## config.mk

```make
export PLATFORM = sky130hd
export DESIGN_NAME = mem_access_unit_flat
export DESIGN_NICKNAME = d
export VERILOG_FILES = /design/src/rtl/mem_access_unit_if.sv /design/src/rtl/mem_access_unit.sv /design/src/flat_wrapper.sv
export SDC_FILE = /design/constraint.sdc
export NUM_CORES = 1
export LEC_CHECK = 0
export ABC_AREA = 0
export BUFFER_PORTS_ARGS = -buffer_cell sky130_fd_sc_hd__buf_4
export CORE_ASPECT_RATIO = 0.9
export CORE_MARGIN = 2
export CORE_UTILIZATION = 45
export CTS_CLUSTER_SIZE = 8
export DETAILED_ROUTE_END_ITERATION = 8
export PLACE_DENSITY = 0.76
export SYNTH_ARGS = -nofsm -noshare
export SYNTH_HDL_FRONTEND = slang
export SYNTH_SLANG_ARGS = --single-unit
```

## constraint.sdc

```tcl
create_clock -name clk -period 4.4 [get_ports clk]
set_input_delay 0.22 -clock clk [delete_from_list [all_inputs] [get_ports clk]]
set_output_delay 0.22 -clock clk [all_outputs]
set_load 0.02 [all_outputs]
```

## src/rtl/mem_access_unit_if.sv

```systemverilog
// Data-memory bus between the MEM-stage access unit (master) and memory (slave).
interface mem_access_unit_if;
  logic        dmem_req;
  logic        dmem_we;
  logic [31:0] dmem_addr;
  logic [31:0] dmem_wdata;
  logic [3:0]  dmem_be;
  logic        dmem_ack;
  logic [31:0] dmem_rdata;

  modport master (
    output dmem_req, dmem_we, dmem_addr, dmem_wdata, dmem_be,
    input  dmem_ack, dmem_rdata
  );

  modport slave (
    input  dmem_req, dmem_we, dmem_addr, dmem_wdata, dmem_be,
    output dmem_ack, dmem_rdata
  );
endinterface

```

## src/rtl/mem_access_unit.sv

```systemverilog
// MEM-stage load/store unit: req/ack data-memory access with stall,
// load extension, misalignment detection and bus timeout.
module mem_access_unit #(
  parameter int TIMEOUT_CYCLES = 16,
  parameter int CNT_W          = 5
) (
  input  logic               clk,
  input  logic               reset,
  input  logic               mem_MemRead,
  input  logic               mem_MemWrite,
  input  logic [2:0]         mem_funct3,
  input  logic [31:0]        mem_alu_result,
  input  logic [31:0]        mem_write_data,
  mem_access_unit_if.master  dmem,
  output logic               mem_stall,
  output logic [31:0]        mem_load_data,
  output logic               mem_load_valid,
  output logic               mem_misaligned,
  output logic               mem_bus_error
);

  typedef enum logic [1:0] {
    S_IDLE,
    S_WAIT,
    S_DONE
  } state_t;

  state_t          state, state_nxt;
  logic [CNT_W-1:0] cnt;
  logic [2:0]      f3_q;
  logic [1:0]      alo_q;
  logic            ld_q;

  logic            access;
  logic            fault;
  logic            timeout;
  logic [1:0]      alo;
  logic [3:0]      be_c;
  logic [31:0]     wdata_c;
  logic [7:0]      rbyte;
  logic [15:0]     rhalf;
  logic [31:0]     ext;

  assign access  = mem_MemRead | mem_MemWrite;
  assign alo     = mem_alu_result[1:0];
  assign timeout = cnt == CNT_W'(TIMEOUT_CYCLES - 1);

  always_comb begin
    fault = 1'b0;
    case (mem_funct3)
      3'd0, 3'd4: fault = 1'b0;
      3'd1, 3'd5: fault = alo[0];
      3'd2:       fault = |alo;
      default:    fault = 1'b1;
    endcase
  end

  always_comb begin
    be_c    = 4'hF;
    wdata_c = mem_write_data;
    case (mem_funct3[1:0])
      2'd0: begin
        be_c    = 4'b0001 << alo;
        wdata_c = {4{mem_write_data[7:0]}};
      end
      2'd1: begin
        be_c    = alo[1] ? 4'b1100 : 4'b0011;
        wdata_c = {2{mem_write_data[15:0]}};
      end
      default: ;
    endcase
  end

  // Extraction uses the offset/funct3 latched at request time.
  always_comb begin
    rbyte = 8'h00;
    unique case (1'b1)
      alo_q == 2'd0: rbyte = dmem.dmem_rdata[7:0];
      alo_q == 2'd1: rbyte = dmem.dmem_rdata[15:8];
      alo_q == 2'd2: rbyte = dmem.dmem_rdata[23:16];
      alo_q == 2'd3: rbyte = dmem.dmem_rdata[31:24];
      default: ;
    endcase
    rhalf = alo_q[1] ? dmem.dmem_rdata[31:16]
                     : dmem.dmem_rdata[15:0];
    case (f3_q)
      3'd0:    ext = {{24{rbyte[7]}}, rbyte};
      3'd1:    ext = {{16{rhalf[15]}}, rhalf};
      3'd4:    ext = {24'h0, rbyte};
      3'd5:    ext = {16'h0, rhalf};
      default: ext = dmem.dmem_rdata;
    endcase
  end

  always_ff @(posedge clk or posedge reset) begin
    if (reset) state <= S_IDLE;
    else        state <= state_nxt;
  end

  always_comb begin
    state_nxt = state;
    case (state)
      S_IDLE:
        if (access && !fault) state_nxt = S_WAIT;
      S_WAIT:
        if (dmem.dmem_ack || timeout) state_nxt = S_DONE;
      S_DONE:
        state_nxt = S_IDLE;
      default:
        state_nxt = S_IDLE;
    endcase
  end

  assign mem_stall = (state == S_IDLE && access && !fault)
                   || state == S_WAIT;

  always_ff @(posedge clk or posedge reset) begin
    if (reset) begin
      dmem.dmem_req   <= 1'b0;
      dmem.dmem_we    <= 1'b0;
      dmem.dmem_addr  <= '0;
      dmem.dmem_wdata <= '0;
      dmem.dmem_be    <= '0;
      cnt             <= '0;
      f3_q            <= '0;
      alo_q           <= '0;
      ld_q            <= 1'b0;
      mem_load_data   <= '0;
      mem_load_valid  <= 1'b0;
      mem_misaligned  <= 1'b0;
      mem_bus_error   <= 1'b0;
    end else begin
      mem_load_valid <= 1'b0;
      mem_misaligned <= 1'b0;
      mem_bus_error  <= 1'b0;
      case (state)
        S_IDLE: begin
          if (access && fault) begin
            mem_misaligned <= 1'b1;
            mem_load_data  <= '0;
          end else if (access) begin
            dmem.dmem_req   <= 1'b1;
            dmem.dmem_we    <= mem_MemWrite;
            dmem.dmem_addr  <= {mem_alu_result[31:2], 2'b00};
            dmem.dmem_be    <= be_c;
            dmem.dmem_wdata <= wdata_c;
            cnt             <= '0;
            f3_q            <= mem_funct3;
            alo_q           <= alo;
            ld_q            <= !mem_MemWrite;
          end
        end
        S_WAIT: begin
          if (dmem.dmem_ack) begin
            dmem.dmem_req <= 1'b0;
            if (ld_q) begin
              mem_load_data  <= ext;
              mem_load_valid <= 1'b1;
            end
          end else if (timeout) begin
            dmem.dmem_req <= 1'b0;
            mem_load_data <= '0;
            mem_bus_error <= 1'b1;
          end else begin
            cnt <= cnt + 1'b1;
          end
        end
        default: ;
      endcase
    end
  end

endmodule

```

## src/flat_wrapper.sv

```systemverilog
// flat-port wrapper written by rule: the top's interface ports become plain ports
module mem_access_unit_flat 
#(
  parameter int TIMEOUT_CYCLES = 16,
  parameter int CNT_W          = 5
)
  (clk, reset, mem_MemRead, mem_MemWrite, mem_funct3, mem_alu_result, mem_write_data, mem_stall, mem_load_data, mem_load_valid, mem_misaligned, mem_bus_error, dmem_dmem_req, dmem_dmem_we, dmem_dmem_addr, dmem_dmem_wdata, dmem_dmem_be, dmem_dmem_ack, dmem_dmem_rdata);
  mem_access_unit_if dmem_i ();
  input  logic clk;
  input  logic reset;
  input  logic mem_MemRead;
  input  logic mem_MemWrite;
  input  logic [2:0] mem_funct3;
  input  logic [31:0] mem_alu_result;
  input  logic [31:0] mem_write_data;
  output logic mem_stall;
  output logic [31:0] mem_load_data;
  output logic mem_load_valid;
  output logic mem_misaligned;
  output logic mem_bus_error;
  output wire logic [$bits(dmem_i.dmem_req)-1:0] dmem_dmem_req;
  output wire logic [$bits(dmem_i.dmem_we)-1:0] dmem_dmem_we;
  output wire logic [$bits(dmem_i.dmem_addr)-1:0] dmem_dmem_addr;
  output wire logic [$bits(dmem_i.dmem_wdata)-1:0] dmem_dmem_wdata;
  output wire logic [$bits(dmem_i.dmem_be)-1:0] dmem_dmem_be;
  input wire logic [$bits(dmem_i.dmem_ack)-1:0] dmem_dmem_ack;
  input wire logic [$bits(dmem_i.dmem_rdata)-1:0] dmem_dmem_rdata;
  assign dmem_dmem_req = dmem_i.dmem_req;
  assign dmem_dmem_we = dmem_i.dmem_we;
  assign dmem_dmem_addr = dmem_i.dmem_addr;
  assign dmem_dmem_wdata = dmem_i.dmem_wdata;
  assign dmem_dmem_be = dmem_i.dmem_be;
  assign dmem_i.dmem_ack = dmem_dmem_ack;
  assign dmem_i.dmem_rdata = dmem_dmem_rdata;
  mem_access_unit #(.TIMEOUT_CYCLES(TIMEOUT_CYCLES), .CNT_W(CNT_W)) u_core (.clk(clk), .reset(reset), .mem_MemRead(mem_MemRead), .mem_MemWrite(mem_MemWrite), .mem_funct3(mem_funct3), .mem_alu_result(mem_alu_result), .mem_write_data(mem_write_data), .dmem(dmem_i), .mem_stall(mem_stall), .mem_load_data(mem_load_data), .mem_load_valid(mem_load_valid), .mem_misaligned(mem_misaligned), .mem_bus_error(mem_bus_error));
endmodule
```

== Word-level counts from Yosys, hierarchy flattened ==
Index checks and enable logic that the tools add are counted.
Storage, ports and cells
  output and inout bits: 106
  flip-flop bits (word level): 116
Cells by class
  shifts and indexed selects: 1
  mux-type cells: 33
  bitwise operators: 2
  eq/ne operators: 22
  reduce and logical (&&, ||, !) cells: 22
  add/subtract/negate cells: 1
Operators with widths (count)
  $mux W32: 4
  $pmux W32 S2: 2
  $pmux W32 S4: 1
  $pmux W8 S4: 1
  $mux W5: 4
  $mux W16: 1
  $eq A3 B3 Y1 const B: 4
  $mux W1: 12
  $pmux W5 S2: 1
  $ne A2 B2 Y1 const B: 4
  $pmux W4 S2: 1
  $reduce_and A4 Y1: 2
  $eq A2 B1 Y1 const B: 3
  $eq A3 B1 Y1 const B: 2
  $logic_not A2 Y1: 3
  $logic_not A3 Y1: 2
  $ne A2 B1 Y1 const B: 3
  $ne A3 B2 Y1 const B: 2
  $reduce_or A2 Y1: 3
  $add A5 B1 Y5 const B: 1
  $eq A5 B4 Y1 const B: 1
  $reduce_and A5 Y1: 1
  $eq A2 B2 Y1 const B: 2
  $logic_and A1 B1 Y1: 4
  other kinds (14): 17

== Depth between registers and ports, before layout ==
Gate-level depths: netlist (run 1).
  word-level depth: 7
  depth in mapped cells: 8
  gate-level depth less buffers: 7

== Least setup slack after synthesis (run 1) ==
OpenSTA, ideal clock, no wires.
  path type: register to register
  start: reg u_core.cnt[0]
  end: reg u_core.mem_load_data[20]
  setup slack: 2.370 ns
  path buffers: 1
  required time: 4.275 ns
  stages on the path, launching flop included: 9
  arrival: 1.905 ns
  cell sequence: dfrtp_1 > ha_1 > and3_1 > ha_1 > nand2b_1 > a311oi_1 > o21ai_1 > buf_2 > mux2_2
On the way
  longest elaborated chain between the ends: 3
Ends and longest elaborated chain
  start: declaration: line mem_access_unit.sv:29  | logic [CNT_W-1:0] cnt;
  start signal: assignment: line mem_access_unit.sv:165  | cnt <= cnt + 1'b1;
  $eq A5 B4 Y1: line mem_access_unit.sv:46  | assign timeout = cnt == CNT_W'(TIMEOUT_CYCLES - 1);
  $ne A3 B2 Y1 (no source line)
  $reduce_and A4 Y1 (no source line)
  end signal: assignment: line mem_access_unit.sv:157  | mem_load_data <= ext;
  end: declaration: line mem_access_unit.sv:16  | output logic [31:0] mem_load_data,
Every way passes these cells.
A chain may end at the register's enable or synchronous reset.

== Worst setup path in the final report (run 1) ==
  start: reg u_core.alo_q[1]
  end: reg u_core.mem_load_data[21]
On the way
  longest elaborated chain between the ends: 6
  elaborated cells between the ends (all ways): 10
Ends and longest elaborated chain
  start: declaration: line mem_access_unit.sv:31  | logic [1:0] alo_q;
  start signal: assignment: line mem_access_unit.sv:149  | alo_q <= alo;
  $eq A2 B2 Y1, or another cell as far along: line mem_access_unit.sv:81  | alo_q == 2'd3: rbyte = dmem.dmem_rdata[31:24];
  $pmux W8 S4: line mem_access_unit.sv:77  | unique case (1'b1)
  $pmux W32 S4 *: line mem_access_unit.sv:86  | case (f3_q)
  $mux W32 *: line mem_access_unit.sv:156  | if (ld_q) begin
  $mux W32 *: line mem_access_unit.sv:154  | if (dmem.dmem_ack) begin
  $pmux W32 S2 *: line mem_access_unit.sv:136  | case (state)
Every way passes the cells marked *; elsewhere a longest branch is shown, timed or not. The select of a mux whose other input is x is not followed.

==> key figures, run 1 <==
Power and ir drop
  • Worst VDD drop: between 400 and 500 uV
  • Leakage: 3.85 nW
  • PwrDens: 630 mW/mm2

Synthesis
  • Commonest cells post-synth: 116 x dfrtp_1, 61 x mux2_2, 49 x mux2i_1
  • Async S/R FF share, synth: 1.00
  • Count leader, synth: dfrtp_1
  • Yosys warns: 0
  • Register area share after synthesis: 0.529
  • Synth Instances: roughly 480
  • Post-synthesis cell type count: 35
  • Largest area contributor in the netlist: dfrtp_1
  • EDFF count, synth: 0
  • Top_reg_cell synth: dfrtp_1
  • Register bit total from synthesis: 116
  • Ranking of synthesized cells by area: dfrtp_1 53%, mux2_2 13%, mux2i_1 8.9%
  • Top cell type's share of synthesized area: 0.529
  • Syn Area/Cell: 11.4 um2
  • Mapped Area: 0.00548 mm2

Routing
  • Drc violations: 0
  • Post-DR wirelength/cell: 17.9 um
  • Initial drt markers: 336
  • Final WL: 15300 um
  • First-pass iteration count of the detailed router: 4
  • Antenna viol nets, final: 0
  • DR vias: 4522
  • Via density: 5.29

Clocking
  • CTS tree: done
  • Post-CTS Hold Buffers: 0
  • H-tree Lvls: 4
  • Clock Pin Slew Worst Setup and Hold Paths: around 0.050 ns
  • Clk buf depth: 2
  • Cells resized by post-CTS repair: 0
  • Num Clock Sinks: 116
  • TritonCTS Buffers: 17
  • Post-CTS setup buffer count: 0
  • Root buf cell: clkbuf_16
  • Clock Latency Late Sink: 0.41 ns

Timing
  • Worst-margin pin slew: 1.10 ns
  • Relative max-transition margin: 0.269
  • Final-report max-slew violation count: 0
  • Finish-stage setup viols: 0
  • Final period utilization: 0.606
  • Fmax achieved: 0.375 GHz
  • Period minus WS final: 2.66 ns
  • Post-Route Skew: roughly 0.0055 ns
  • RSZ-0062 raised after global routing: no
  • Hold Fails Final Rpt: 0
  • Setup TNS: 0 ns

GRT
  • Largest net degree at the start of global routing: 81
  • Vias in the first global route: 4699
  • GRT Residual Overflow: 0
  • Initial antenna violation count: 0
  • GRT Total Usage: 0.238
  • First-pass GRT wire length: 23800 um

Critical path
  • Reg2reg setup slack: 1.74 ns
  • Worst Path Arrival: around 3 ns
  • CP endpoint kind: flop
  • Kind of critical path: reg -> reg
  • Worst reg2reg path endpoint: u_core.mem_load_data[21]
  • R2r startpoint: u_core.alo_q[1]
  • Crit start category: flop
  • R2R depth: 4
  • Worst-path maximum fanout: 19
  • Req. time, crit path: about 4.7 ns

Final layout
  • Fill count: 907
  • Core Util, Final: 0.651
  • Antenna fix cells: 0
  • P&R area growth vs syn: 42.3%
  • Layout cells sized above 1: 0.446
  • Layout Nets: 788

Status
  • Status: complete, no violations

Floorplan
  • Core footprint: 0.0120 mm2
  • Die ar.: 0.0131 mm2
  • Die W: 120 um
  • IO Count: 210
  • Initial core utilization: 0.458
  • Row cnt: 38
  • Die height: 109 um

Placement
  • IO buf count: 207
  • Placer congestion estimate: 0.938
  • Post-DP HPWL: 11100 um

Min path
  • Hold Crit Class: in -> async

Job
  • Max_cap viols: 0
[layout make-up]
| class | count | area [um2] | area share |
|---|---|---|---|
| flip-flops and latches | 116 | 2900 | 0.372 |
| repair buffers | 212 | 1590 | 0.204 |
| clock inverters | 9 | 173 | 0.0221 |
| multi-input cells | 319 | 2390 | 0.306 |
| inverters | 16 | 62.6 | 0.00802 |
| clock buffers | 23 | 488 | 0.0625 |
| well taps | 160 | 200 | 0.0257 |
[routing by layer]
metal	GRT usage	routed length [um]	vias to the layer above
met5	0	0	-
met4	0.0947	297	0
met3	0.0858	1360	22
met2	0.401	7660	204
met1	0.278	5990	2204
li1	-	-	2092
[cell usage in the layout (no fill, tap or decap), drive strengths merged, types with 17 or more instances in the layout]
master | Yosys | routed
buf | 12 | 212
clkbuf | 21 | 23
dfrtp | 116 | 116
mux2 | 61 | 61
mux2i | 49 | 49
nand2 | 38 | 38
nor2 | 20 | 20
nor2b | 24 | 24
nor3 | 17 | 17
o21ai | 41 | 41
[critical path: stages, from the launching register on]
cell      delay [ns]
dfrtp_1         0.81
mux4_2          0.64
a221oi_4        0.68
nor3_1          0.13
mux2_2          0.29
[how the worst max path moves through the flow]
stage | startpoint | to | slack [ns] | cells past startpoint
2_1_floorplan | reset | u_core.alo_q[0] | 1.11 | 1
4_1_cts | u_core.alo_q[1] | u_core.mem_load_data[21] | 1.74 | 4
6_report | u_core.alo_q[1] | u_core.mem_load_data[21] | 1.74 | 4
3_3_place_gp | mem_funct3[0] | u_core.mem_load_data[26] | 1.79 | 6
3_5_place_dp | u_core.alo_q[1] | u_core.mem_load_data[21] | 1.75 | 4
5_1_grt | u_core.alo_q[1] | u_core.mem_load_data[21] | 1.62 | 4
[cells by family (layout without fill, tap and decap cells)]
logic type | Yosys count | after routing | share of synthesized area
simple gates | 120 | 120 | 0.107
flops | 116 | 116 | 0.529
mux | 111 | 111 | 0.219
compound gates | 84 | 84 | 0.0997
buf+inv | 49 | 260 | 0.0402
fa+ha+maj | 2 | 2 | 0.00456
other cells | 1 | 2 | 0.000684
[flip-flops by register name (all words and copies together) (netlist names)]
| signal | count |
|---|---|
| u_core.ld_q | 1 |
| u_core.mem_misaligned | 1 |
| u_core.dmem.dmem_wdata | 32 |
| u_core.alo_q | 2 |
| u_core.f3_q | 3 |
| u_core.dmem.dmem_addr | 30 |
| u_core.dmem.dmem_req | 1 |
| u_core.mem_bus_error | 1 |
| u_core.mem_load_valid | 1 |
| u_core.state | 2 |
| u_core.dmem.dmem_we | 1 |
| u_core.cnt | 5 |
| u_core.mem_load_data | 32 |
| u_core.dmem.dmem_be | 4 |
[metrics by stage]
stage	power, mW	hold WS (ns)	cells	setup WS (ns)	cell area, um2
floorplan	2.64	0.332	484	1.11	5490
global placement	3.34	0.452	823	1.79	7140
detailed placement	3.39	0.458	823	1.75	7140
CTS	4.95	0.0182	855	1.74	7800
global route	5.15	0.0229	855	1.62	7800
finish	4.92	0.0236	855	1.74	7800
[power breakdown]
part	switching (mW)	internal, mW	leakage [nW]
clock network	0.473	1.06	0.323
logic	0.931	0.801	2.06
registers	0.261	1.39	1.46
total	1.67	3.25	3.85
(Power assumes the default switching activity.)
==> run 2, diff against run 1 <==
ABC_AREA = 1   (was 0)
clock period = 2.5 ns   (was 4.4 ns; I/O delays follow)
==> key figures, run 2 <==
Critical path
  • CP dominant cell by count: nand2_1
  • Crit-path leading delay family: simple AND/OR/NAND/NOR gates (was multiplexers)
  • CP endpoint kind: flop (unchanged)
  • Kind of critical path: reg -> reg (unchanged)
  • Req. time, crit path: 2.84 ns (was 4.69 ns)
  • Worst-path maximum fanout: 15 (was 19)
  • CP bufs+invs: 0 (unchanged)
  • Highest-delay cell along the critical path: a21oi_2 (was dfrtp_1)
  • Critical-path cell list: ha_1, nand2_1, nor2_1, ha_1, nor2_1, nand2_1, nand3_2, a21oi_2, nand3_1, nand2_1 (was mux4_2, a221oi_4, nor3_1, mux2_2)
  • Worst Path Arrival: 2.51 ns (was 2.96 ns)
  • Reg2reg setup slack: 0.32 ns (was 1.74 ns)
  • Crit path largest cell delay: 0.59 ns (was 0.81 ns)
  • Crit start category: flop (unchanged)

Final layout
  • Commonest non-fill, non-tap cell in the layout: nand2_1 (was buf_4)
  • Reg area: 0.00290 mm2 (unchanged)
  • Layout cells sized above 1: 0.285 (was 0.446)
  • Antenna fix cells: 0 (unchanged)
  • Core Util, Final: 0.688 (was 0.651)
  • Fill count: 987 (was 907)
  • P&R area growth vs syn: 49.5% (was 42.3%)
  • Top flop regs: u_core.dmem.dmem_wdata (32), u_core.mem_load_data (32), u_core.dmem.dmem_addr (30) (unchanged)
  • Layout Nets: 1050 (was 788)
  • Multi-input gate area: 0.00225 mm2 (was 0.00239 mm2)
  • Most frequent cells in the layout: 272 x nand2_1, 213 x buf_4, 116 x dfrtp_1, 54 x o21ai_0, 50 x dlygate4sd3_1 (was 212 x buf_4, 116 x dfrtp_1, 61 x mux2_2, 49 x mux2i_1, 40 x o21ai_0)

Clocking
  • Num Clock Sinks: 116 (unchanged)
  • Clock Latency Late Sink: 0.41 ns (about the same)
  • H-tree Lvls: 4 (unchanged)
  • Clk buf depth: 2 (unchanged)
  • CTS tree: done (unchanged)
  • Clock Pin Slew Worst Setup and Hold Paths: 0.06 ns (was 0.05 ns)
  • Root buf cell: clkbuf_16 (unchanged)
  • TritonCTS Buffers: 17 (unchanged)

Synthesis
  • Top cell type's share of synthesized area: 0.524 (was 0.529)
  • Register bit total from synthesis: 116 (unchanged)
  • Commonest cells post-synth: 272 x nand2_1, 116 x dfrtp_1, 54 x o21ai_0 (was 116 x dfrtp_1, 61 x mux2_2, 49 x mux2i_1)
  • Post-synthesis cell type count: 31 (was 35)
  • Ranking of synthesized cells by area: dfrtp_1 52%, nand2_1 18%, o21ai_0 4.9% (was dfrtp_1 53%, mux2_2 13%, mux2i_1 8.9%)
  • Async S/R FF share, synth: 1.00 (unchanged)
  • Syn Area/Cell: 7.95 um2 (was 11.4 um2)
  • Yosys warns: 0 (unchanged)
  • Largest area contributor in the netlist: dfrtp_1 (unchanged)
  • EDFF count, synth: 0 (unchanged)
  • Top_reg_cell synth: dfrtp_1 (unchanged)
  • Register area share after synthesis: 0.524 (was 0.529)
  • Mapped Area: 0.00554 mm2 (was 0.00548 mm2)
  • Count leader, synth: nand2_1 (was dfrtp_1)
  • Synth Instances: 696 (was 483)

Placement
  • IO buf count: 207 (unchanged)
  • Placer congestion estimate: 0.922 (was 0.938)
  • Post-DP HPWL: 11100 um (about the same)

Routing
  • Top Layer Used: met4 (unchanged)
  • Via density: 4.99 (was 5.29)
  • First-pass iteration count of the detailed router: 5 (was 4)
  • Final WL: 16900 um (was 15300 um)
  • Met3 Wirelength: 1770 um (was 1360 um)
  • Drc violations: 0 (unchanged)
  • Post-DR wirelength/cell: 15.2 um (was 17.9 um)
  • DR vias: 5575 (was 4522)
  • Met1 WL: 7010 um (was 5990 um)
  • Antenna viol nets, final: 0 (unchanged)
  • Initial drt markers: 581 (was 336)
  • Met2 WL post-DR: 7880 um (was 7660 um)

Status
  • Status: complete, no violations (unchanged)

Min path
  • Hold Crit Class: in -> reg (was in -> async)

Job
  • Max_cap viols: 0 (unchanged)

Timing
  • RSZ-0062 raised after global routing: no (unchanged)
  • Post-Route Skew: 0.0105 ns (was 0.00552 ns)
  • Final period utilization: 0.871 (was 0.606)
  • Final-report max-slew violation count: 0 (unchanged)
  • Hold Fails Final Rpt: 0 (unchanged)
  • Finish-stage setup viols: 0 (unchanged)
  • Worst-margin pin slew: 0.966 ns (was 1.10 ns)
  • Relative max-transition margin: 0.355 (was 0.269)
  • Setup TNS: 0 ns (unchanged)
  • Period minus WS final: 2.18 ns (was 2.66 ns)
  • Fmax achieved: 0.459 GHz (was 0.375 GHz)

Floorplan
  • Core footprint: 0.0120 mm2 (about the same)
  • Die ar.: 0.0132 mm2 (was 0.0131 mm2)
  • Die W: 121 um (was 120 um)
  • Row cnt: 38 (unchanged)
  • IO Count: 210 (unchanged)
  • Initial core utilization: 0.460 (was 0.458)
  • Die height: 109 um (about the same)

GRT
  • GRT Residual Overflow: 0 (unchanged)
  • Largest net degree at the start of global routing: 117 (was 81)
  • GRT Total Usage: 0.257 (was 0.238)
  • Vias in the first global route: 5317 (was 4699)
  • Initial antenna violation count: 0 (unchanged)
  • First-pass GRT wire length: 26500 um (was 23800 um)

Power and ir drop
  • Leakage: 4.46 nW (was 3.85 nW)
  • Worst VDD drop: 727 uV (was 403 uV)
  • PwrDens: 1300 mW/mm2 (was 630 mW/mm2)
-- run 2: changes by cell type in the layout (fill, tap and decap cells not counted), sizes merged, moves of 24 or more --
cell / change
dlygate4sd3: +50
nor2b: -24
nor2: +26
mux2i: -49
nand2: +240
inv: +33
mux2: -61
nand3: +47
-- run 2: repair_timing --
item	in CTS	in global routing
buffers inserted	0	0
hold buffers	50	0
setup endpoints to repair	0	15
resized for setup	0	2
endpoints found under the hold margin	166	0
-- run 2: metal layers --
| layer | global-route usage | vias up |
|---|---|---|
| met5 | 0 | - |
| met4 | 0.0947 | 0 |
| met3 | 0.0826 | 30 |
| met2 | 0.410 | 305 |
| met1 | 0.330 | 2525 |
| li1 | - | 2715 |
-- run 2: logic make-up (layout without fill, tap and decap cells) --
| logic type | Yosys count | count (layout) | share of synthesized area |
|---|---|---|---|
| buffers and inverters | 84 | 343 | 0.0739 |
| AND/OR/NAND/NOR | 378 | 378 | 0.280 |
| other | 1 | 2 | 0.000677 |
| XOR/XNOR | 1 | 1 | 0.00158 |
| flip-flops | 116 | 116 | 0.524 |
| AO/OA/AOI/OAI | 114 | 115 | 0.115 |
| adder cells (fa/ha/maj) | 2 | 2 | 0.00452 |
-- run 2: layout make-up --
| type | count | area share |
|---|---|---|
| clock buffers | 18 | 0.0531 |
| clock inverters | 14 | 0.0212 |
| inverters | 47 | 0.0221 |
| multi-input cells | 498 | 0.272 |
| flip-flops and latches | 116 | 0.351 |
| well taps | 160 | 0.0242 |
| repair buffers | 264 | 0.256 |
-- run 2: path summary, 6_finish.rpt --
path                                         endpoint  depth (start not counted)                       from
max in group asynchronous   u_core.dmem.dmem_wdata[6]                          4                      reset
min                        u_core.dmem.dmem_wdata[31]                          3         mem_write_data[31]
min in group asynchronous               u_core.cnt[3]                          4                      reset
min reg2reg                 u_core.dmem.dmem_addr[27]                          2  u_core.dmem.dmem_addr[27]
max reg2reg                  u_core.mem_load_data[12]                         10              u_core.cnt[0]
max                          u_core.mem_load_data[12]                         10              u_core.cnt[0]
-- run 2: metrics by stage --
step / instance area (um2) / setup WS (ns) / total power, mW / instances / hold WS [ns]
after detailed placement: 7140 / 0.225 / 8.10 / 1034 / 0.324
after floorplan: 5540 / 0.739 / 6.22 / 697 / 0.234
after global placement: 7140 / 0.342 / 8.03 / 1034 / 0.320
final: 8270 / 0.322 / 10.8 / 1117 / 0.0170
after CTS: 8250 / 0.215 / 10.7 / 1116 / 0.00460
after global routing: 8270 / 0.0738 / 11.4 / 1117 / 0.0256
-- run 2: worst register-to-register path, cell delays in order (launching register included) --
cell and delay [ns]:
dfrtp_1 0.38, ha_1 0.19, nand2_1 0.08, nor2_1 0.10, ha_1 0.17, nor2_1 0.08
nand2_1 0.12, nand3_2 0.17, a21oi_2 0.59, nand3_1 0.14, nand2_1 0.10
-- run 2: where the power goes --
group          switching [mW]  total (mW)  internal, mW
registers               0.566        3.31          2.74
logic                    3.03        4.93          1.91
clock network           0.925        2.53          1.61
==> run 3, diff against run 2 <==
PLACE_DENSITY = 0.88   (was 0.76)
clock period = 2 ns   (was 2.5 ns; I/O delays follow)
==> key figures, run 3 (synthesis gave the netlist of run 2 again) <==
Routing
  • Via density: 5.27 (was 4.99)
  • Initial drt markers: 623 (was 581)
  • Final WL: 19500 um (was 16900 um)
  • Antenna viol nets, final: 0 (unchanged)
  • Drc violations: 0 (unchanged)
  • DR vias: 6030 (was 5575)
  • Post-DR wirelength/cell: 17.0 um (was 15.2 um)
  • First-pass iteration count of the detailed router: 5 (unchanged)

GRT
  • Met2 usage: 0.505 (was 0.410)
  • GRT Total Usage: 0.299 (was 0.257)
  • Initial antenna violation count: 0 (unchanged)
  • Busiest grt layer: met2 (unchanged)
  • Vias in the first global route: 6180 (was 5317)
  • GRT Residual Overflow: 0 (unchanged)
  • M3 GR Usage: 0.0947 (was 0.0826)
  • GR Util met1: 0.358 (was 0.330)
  • First-pass GRT wire length: 30700 um (was 26500 um)
  • Largest net degree at the start of global routing: 93 (was 117)

Placement
  • Placed cell area: 0.00724 mm2 (was 0.00714 mm2)
  • Placer congestion estimate: 0.939 (was 0.922)
  • Post-DP HPWL: 11400 um (was 11100 um)
  • IO buf count: 207 (unchanged)

Final layout
  • Antenna fix cells: 0 (unchanged)
  • P&R area growth vs syn: 56.5% (was 49.5%)
  • Core Util, Final: 0.720 (was 0.688)
  • Layout Nets: 1077 (was 1050)
  • Commonest non-fill, non-tap cell in the layout: nand2_1 (unchanged)
  • Design Area, Final: 0.00866 mm2 (was 0.00827 mm2)
  • Layout cells sized above 1: 0.301 (was 0.285)
  • Most frequent cells in the layout: 271 x nand2_1, 225 x buf_4, 116 x dfrtp_1, 61 x dlygate4sd3_1, 54 x o21ai_0 (was 272 x nand2_1, 213 x buf_4, 116 x dfrtp_1, 54 x o21ai_0, 50 x dlygate4sd3_1)
  • Top flop regs: u_core.dmem.dmem_wdata (32), u_core.mem_load_data (32), u_core.dmem.dmem_addr (30) (unchanged)

Clocking
  • Clock Pin Slew Worst Setup and Hold Paths: 0.05 ns (was 0.06 ns)
  • Clk buf depth: 2 (unchanged)
  • H-tree Lvls: 4 (unchanged)
  • Root buf cell: clkbuf_16 (unchanged)
  • Clock Latency Late Sink: 0.41 ns (about the same)
  • CTS tree: done (unchanged)
  • TritonCTS Buffers: 17 (unchanged)
  • Num Clock Sinks: 116 (unchanged)

Min path
  • Hold Path Origin: mem_write_data[26] (was mem_write_data[31])
  • Depth of the worst hold-timing path: 3 (unchanged)
  • Hold Crit Class: in -> reg (unchanged)
  • Hold Path Sink: u_core.dmem.dmem_wdata[26] (was u_core.dmem.dmem_wdata[31])

Status
  • Status: complete, no violations (unchanged)

Power and ir drop
  • Leakage: 4.65 nW (was 4.46 nW)
  • PwrDens: 1670 mW/mm2 (was 1300 mW/mm2)
  • Worst VDD drop: 894 uV (was 727 uV)

Critical path
  • CP endpoint kind: flop (unchanged)
  • Reg2reg setup slack: 0.05 ns (was 0.32 ns)
  • Worst Path Arrival: 2.25 ns (was 2.51 ns)
  • Critical-path cell list: ha_2, nand2_1, nor2_2, ha_2, nor2_2, buf_4, nor2_1, a21oi_1, nand3_2, o21ai_0 (was ha_1, nand2_1, nor2_1, ha_1, nor2_1, nand2_1, nand3_2, a21oi_2, nand3_1, nand2_1)
  • Crit start category: flop (unchanged)
  • Worst reg2reg path endpoint: u_core.cnt[2] (was u_core.mem_load_data[12])
  • Worst-path maximum fanout: 6 (was 15)
  • R2r startpoint: u_core.cnt[1] (was u_core.cnt[0])
  • Crit-path leading delay family: simple AND/OR/NAND/NOR gates (unchanged)
  • CP bufs+invs: 1 (was 0)
  • Highest-delay cell along the critical path: dfrtp_1 (was a21oi_2)
  • Kind of critical path: reg -> reg (unchanged)
  • R2R depth: 10 (unchanged)
  • Crit path largest cell delay: 0.40 ns (was 0.59 ns)
  • Req. time, crit path: 2.30 ns (was 2.84 ns)

Floorplan
  • Die height: 109 um (unchanged)
  • Die ar.: 0.0132 mm2 (unchanged)
  • IO Count: 210 (unchanged)
  • Die W: 121 um (unchanged)
  • Row cnt: 38 (unchanged)
  • Core footprint: 0.0120 mm2 (unchanged)
  • Initial core utilization: 0.460 (unchanged)

Timing
  • Final period utilization: 0.973 (was 0.871)
  • Hold Fails Final Rpt: 0 (unchanged)
  • Setup TNS: 0 ns (unchanged)
  • Post-Route Skew: 0.00465 ns (was 0.0105 ns)
  • Final-report max-slew violation count: 0 (unchanged)
  • Relative max-transition margin: 0.553 (was 0.355)
  • Period minus WS final: 1.95 ns (was 2.18 ns)
  • Worst-margin pin slew: 0.669 ns (was 0.966 ns)
  • Finish-stage setup viols: 0 (unchanged)
  • Fmax achieved: 0.514 GHz (was 0.459 GHz)

Job
  • Max_cap viols: 0 (unchanged)
-- run 3: metrics by stage --
step	std cells	setup WS [ns]	total power, mW	hold WS (ns)
3_3_place_gp	1043	-0.0162	10.2	0.270
3_5_place_dp	1043	-0.171	10.3	0.279
5_1_grt	1144	-0.0366	15.2	0.0111
4_1_cts	1138	0.0324	14.2	0.000182
6_report	1144	0.0538	14.5	0.00755
2_1_floorplan	697	0.239	7.77	0.209
-- run 3: worst max-delay path by stage --
stage | startpoint | to | slack [ns] | depth (start not counted)
finish | u_core.cnt[1] | u_core.cnt[2] | 0.05 | 10
global route | u_core.cnt[1] | u_core.cnt[2] | -0.04 | 10
floorplan | u_core.cnt[0] | u_core.mem_load_data[10] | 0.24 | 12
CTS | u_core.cnt[1] | u_core.mem_load_data[13] | 0.03 | 13
detailed placement | u_core.cnt[1] | u_core.mem_load_data[26] | -0.17 | 10
global placement | u_core.cnt[1] | u_core.mem_load_data[14] | -0.02 | 10
-- run 3: tightest hold or removal path: stages --
cell	delay [ns]
buf_4	0.08
a21oi_1	0.06
o21ai_0	0.14
-- run 3: cell type report --
cell class,instances,area (um2)
well taps,160,200
clock buffers,23,498
flip-flops and latches,116,2900
inverters,47,183
clock inverters,9,195
multi-input cells,498,2280
fillers,848,3370
repair buffers,291,2400
-- run 3: repair_timing --
item	CTS	global route
resized for setup	3	8
pin swaps	0	1
hold buffers	61	0
setup endpoints to repair	30	37
cloned	1	0
hold endpoints to repair	177	0
setup buffers	1	6
-- run 3: layer usage --
metal	share of wire	vias to the layer above
met5	0	-
met4	0.032	0
met3	0.11	65
met2	0.48	377
met1	0.38	2831
li1	-	2757
-- run 3: power breakdown --
group	switching (mW)	internal [mW]	leakage [nW]	total [mW]
clock network	1.08	2.50	0.343	3.58
registers	0.720	3.43	1.47	4.15
logic	4.05	2.70	2.84	6.75
total	5.85	8.63	4.65	14.5
